$ cat config.mk
export PLATFORM = sky130hd
export DESIGN_NAME = bcd_binaris
export DESIGN_NICKNAME = d
export VERILOG_FILES = /design/src/rtl/bcd_binaris.sv
export SDC_FILE = /design/constraint.sdc
export NUM_CORES = 1
export LEC_CHECK = 0
export CORE_ASPECT_RATIO = 0.75
export CORE_MARGIN = 3
export CORE_UTILIZATION = 35
export CTS_CLUSTER_DIAMETER = 200
export CTS_CLUSTER_SIZE = 24
export DETAILED_ROUTE_END_ITERATION = 6
export PLACE_DENSITY_LB_ADDON = 0.05
export SYNTH_ARGS = -nofsm -noshare
export SYNTH_HDL_FRONTEND = slang
export SYNTH_SLANG_ARGS = --single-unit
$ cat constraint.sdc
create_clock -name clk -period 3.6 [get_ports clk]
set_clock_uncertainty 0.05 [all_clocks]
set_input_delay 0.72 -clock clk [delete_from_list [all_inputs] [get_ports clk]]
set_output_delay 0.72 -clock clk [all_outputs]
set_load 0.005 [all_outputs]
$ cat src/rtl/bcd_binaris.sv
// Sequential BCD-to-binary converter: accumulates packed BCD digits MSD-first,
// one digit per clock, with a start/ready/hiba handshake.
module bcd_binaris #(
    parameter int unsigned DIGITS = 3,
    parameter int unsigned BITS   = 10
) (
    input  logic                  clk,
    input  logic                  rst,
    input  logic                  start,
    input  logic [4*DIGITS-1:0]   bcd_be,
    output logic [BITS-1:0]       eredmeny,
    output logic                  ready,
    output logic                  hiba
);

    localparam int unsigned CW = (DIGITS > 1) ? $clog2(DIGITS) : 1;
    localparam int unsigned NW = BITS + 4;

    typedef enum logic [1:0] {
        IDLE = 2'd0,
        CONV = 2'd1,
        DONE = 2'd2
    } state_t;

    state_t                r_state;
    logic [4*DIGITS-1:0]   r_shadow;
    logic [BITS-1:0]       r_acc;
    logic [CW-1:0]         r_cnt;
    logic                  r_err;
    logic [BITS-1:0]       r_eredmeny;
    logic                  r_ready;
    logic                  r_hiba;

    state_t                w_state_nxt;
    logic [4*DIGITS-1:0]   w_shadow_nxt;
    logic [BITS-1:0]       w_acc_nxt;
    logic [CW-1:0]         w_cnt_nxt;
    logic                  w_err_nxt;
    logic [BITS-1:0]       w_eredmeny_nxt;
    logic                  w_ready_nxt;
    logic                  w_hiba_nxt;

    logic [3:0]            w_digit;
    logic [NW-1:0]         w_acc_ext;
    logic [NW-1:0]         w_next;
    logic                  w_err_step;

    // Current digit mux and one multiply-accumulate step (acc*10 + d).
    always_comb begin
        w_digit = 4'd0;
        for (int i = 0; i < int'(DIGITS); i++) begin
            if (r_cnt == CW'(i)) begin
                w_digit = r_shadow[4*i +: 4];
            end
        end
        w_acc_ext  = NW'(r_acc);
        w_next     = (w_acc_ext << 3) + (w_acc_ext << 1) + NW'(w_digit);
        w_err_step = r_err | (w_digit > 4'd9) | (|w_next[NW-1:BITS]);
    end

    always_ff @(posedge clk or posedge rst) begin
        if (rst) begin
            r_state    <= IDLE;
            r_shadow   <= '0;
            r_acc      <= '0;
            r_cnt      <= '0;
            r_err      <= 1'b0;
            r_eredmeny <= '0;
            r_ready    <= 1'b0;
            r_hiba     <= 1'b0;
        end else begin
            r_state    <= w_state_nxt;
            r_shadow   <= w_shadow_nxt;
            r_acc      <= w_acc_nxt;
            r_cnt      <= w_cnt_nxt;
            r_err      <= w_err_nxt;
            r_eredmeny <= w_eredmeny_nxt;
            r_ready    <= w_ready_nxt;
            r_hiba     <= w_hiba_nxt;
        end
    end

    always_comb begin
        w_state_nxt    = r_state;
        w_shadow_nxt   = r_shadow;
        w_acc_nxt      = r_acc;
        w_cnt_nxt      = r_cnt;
        w_err_nxt      = r_err;
        w_eredmeny_nxt = r_eredmeny;
        w_ready_nxt    = 1'b0;
        w_hiba_nxt     = r_hiba;

        case (r_state)
            IDLE: begin
                if (start) begin
                    w_shadow_nxt = bcd_be;
                    w_acc_nxt    = '0;
                    w_err_nxt    = 1'b0;
                    w_cnt_nxt    = CW'(DIGITS - 1);
                    w_state_nxt  = CONV;
                end
            end
            CONV: begin
                w_acc_nxt = w_next[BITS-1:0];
                w_err_nxt = w_err_step;
                if (r_cnt == '0) begin
                    // Publish the result, folding in an error on the last digit.
                    w_state_nxt    = DONE;
                    w_ready_nxt    = 1'b1;
                    w_hiba_nxt     = w_err_step;
                    w_eredmeny_nxt = w_err_step ? '1 : w_next[BITS-1:0];
                end else begin
                    w_cnt_nxt = r_cnt - CW'(1);
                end
            end
            DONE: begin
                w_state_nxt = IDLE;
            end
            default: begin
                w_state_nxt = IDLE;
            end
        endcase
    end

    assign eredmeny = r_eredmeny;
    assign ready    = r_ready;
    assign hiba     = r_hiba;

endmodule

==> results.md <==
- CP Cell Sequence: inv_2 -> ha_1 -> buf_4 -> nand3b_1 -> a31oi_1 -> ha_1 -> ha_1 -> inv_1 -> fa_2 -> nand2b_1 -> a21o_1 -> a32o_1 -> xnor2_1 -> a211oi_2 -> buf_4 -> clkbuf_16 -> a31oi_2
- # H-tree levels: 2
- Number of synthesized flops with an enable pin: 0
- Worst min-delay path class: flop to flop
- Worst path max stage delay: 440 ps
- Sequential Power Share: 26.4%
- Dpl ws: 47.33 ps
- Synth Register Bits: 39
- Post-synthesis cell area: 0.002431 mm²
- I/O pin total: 27
- Final Max Slew Viols: 0
- Worst setup SP type: flop
- DP Wirelength: 4005 µm
- Crit path required time: 3720 ps
- Internal power: 1.659 mW
- CTS Root Cell: clkbuf_8
- Final instance area: 0.002972 mm²
- Buf+Inv Stages, Crit Path: 5
- Vias/cell: 5.073
- Largest buffer count on any clock path: 2
- Max Fanout on Critical Path: 8
- Setup Crit Path Kind: flop to flop
- Tot Pwr: 2.949 mW
- Crit share post-route: 94.34%
- DRC errors left: 0
- RSZ-0062 raised after global routing: no
- Syn_nets: 275
- Leading cell type in the layout, fill and taps excluded: dfrtp_1
- Initial Util: 37.37%
- Clock transition at the registers of the reported paths: 80 ps
- CTS tree: built
- GPL Wtd Cong: 0.8296
- Dpl cells: 345
- Main synth FF type: dfrtp_1
- Sequential share of the synthesized area: 40.14%
- Fin worst setup slack: 203.7 ps
- Synth unique cells: 43
- Vias in the first global route: 1788
- Number of buffers created by CTS: 5
- Switching share of power: 43.73%
- Via Count: 1806
- Total negative setup slack: 0 ps
- Pin count of the biggest net entering global routing: 40
- Worst vdd ir: 0.2537 mV
- Most frequent cells in the layout: dfrtp_1 (39), nor2_1 (26), clkdlybuf4s50_1 (26)
- Logic gate share of total power: 63.8%
- Placed inst area: 0.002815 mm²
- Leak: 1.253 nW
- Core Util, Final: 45.67%
- Outcome: completed
- WL/cell: 14.87 µm
- Num rows: 25
- Global-route wire length before repair: 8866 µm
- Clock net sink count: 39
- Synth async-reset ratio: 100.0%
- Worst Max-Slew Pin Slew: 874.7 ps
- Final Non-Filler Cells: 356
- Cells after Synth: 236
- Final Hold Violating Endpoints: 0
- CP top delay family: adder cells
- Core area: 0.006506 mm²
- Layout cells sized above 1: 21.82%
- Max frequency: 294.4 MHz
- Die area: 0.007992 mm²
- Ant. Diodes: 0
- Final setup fails: 0
- Pre-Repair DR Iteration Count: 4
- Initial antenna violation count: 0
- GRT Residual Overflow: 0
- Yosys warns: 0
- Chip width: 102.2 µm
- Slowest library cell on the worst path: dfrtp_1
- DIE HEIGHT: 78.18 µm
- FILL cells: 623
- CP Data Arrival Time: 3510 ps
- Power share of the clock group: 9.8%
- Area delta synth->final: 22.23%
- NetSw: 1.290 mW
- # hold bufs at CTS: 0
- Max-cap violation count: 0
- Mean Syn Cell Area: 10.30 µm²
- Final net count: 313
- Clk_lat worst skew: 290 ps
- Post-route ant nets: 0
- Relative slew slack: 41.63%
- Min cycle time layout: 3396 ps
- PwrDens: 992.3 mW/mm²
- Most used cell, CP: ha_1
- Port buffer count: 26
- Crit end category: flop
- WL final: 5295 µm
- GR Util All Layers: 14.16%
- Min Hold Slack: 464.6 ps
- DRT iter0 DRCs: 87
-- layout make-up --
class | count | area (µm²) | area share (%)
clock buffer | 6 | 72.57 | 2.442
clock inverter | 2 | 12.51 | 0.4211
inverter | 15 | 56.30 | 1.895
multi-input combinational | 173 | 1358 | 45.68
sequential | 39 | 975.9 | 32.84
tap | 81 | 101.3 | 3.411
timing repair buffer | 40 | 395.4 | 13.31
-- registers in the layout, summed over array words and instances, names as in the netlist --
| register | flops |
|---|---|
| r_shadow | 12 |
| hiba | 1 |
| r_cnt | 2 |
| ready | 1 |
| eredmeny | 10 |
| r_state | 2 |
| r_acc | 10 |
| r_err | 1 |
-- cells in the mapped netlist, types with 2 or more instances --
library cell	number	area [µm²]
a211oi_1	2	15.01
a21oi_1	13	65.06
a22o_1	4	35.03
a31oi_1	4	25.02
a31oi_2	9	112.6
buf_2	2	10.01
buf_6	5	56.30
dfrtp_1	39	975.9
fa_1	2	40.04
ha_1	22	275.3
inv_1	15	56.30
mux2_2	13	146.4
nand2_1	23	86.33
nand2b_1	4	25.02
nand3b_1	4	30.03
nor2_1	26	97.59
nor2b_1	4	25.02
o211ai_1	3	22.52
o21a_1	2	15.01
o21ai_0	12	60.06
xnor2_1	5	43.79
xor2_1	2	17.52
-- logic make-up after synthesis --
logic type	after synthesis	share of synthesized area, %
simple gates	67	12.71
compound gates	62	20.12
flops	39	40.14
buf+inv	24	5.507
fa+ha+maj	24	12.97
mux	13	6.022
xor+xnor	7	2.522
-- power groups by stage --
stage                     Sequential, mW  Clock (mW)  Combinational [mW]
after floorplan                    0.748           0                1.30
after global placement             0.785           0                1.81
after detailed placement           0.783           0                1.78
after CTS                          0.775       0.300                1.80
after global routing               0.809       0.325                2.11
final                              0.780       0.288                1.88
-- metal layers --
metal	up-vias	global-route usage (%)	part of all wire [%]
met3	2	3.020	5.3
met2	36	19.13	40
met5	-	0	0
met1	859	22.61	54
met4	0	3.145	0.68
li1	909	-	-
-- worst paths after layout --
path	from	end	slack, ps	depth (start not counted)
worst max-delay path	r_cnt[0]$_DFFE_PP0P_	eredmeny[2]$_DFFE_PP0P_	200	17
worst min-delay path	r_shadow[2]$_DFFE_PP0P_	r_shadow[2]$_DFFE_PP0P_	460	1
worst max register to register	r_cnt[0]$_DFFE_PP0P_	eredmeny[2]$_DFFE_PP0P_	200	17
worst min register to register	r_shadow[2]$_DFFE_PP0P_	r_shadow[2]$_DFFE_PP0P_	460	1
max in group asynchronous	rst	r_acc[8]$_DFFE_PP0P_	2350	3
min in group asynchronous	rst	r_shadow[4]$_DFFE_PP0P_	800	3
-- timing repair --
action	4_1_cts	5_1_grt
setup endpoints to repair	0	12
buffers inserted	0	2
resized for setup	0	9
hold endpoints to repair	0	0
No activity file was read; power rests on OpenSTA's default activity.
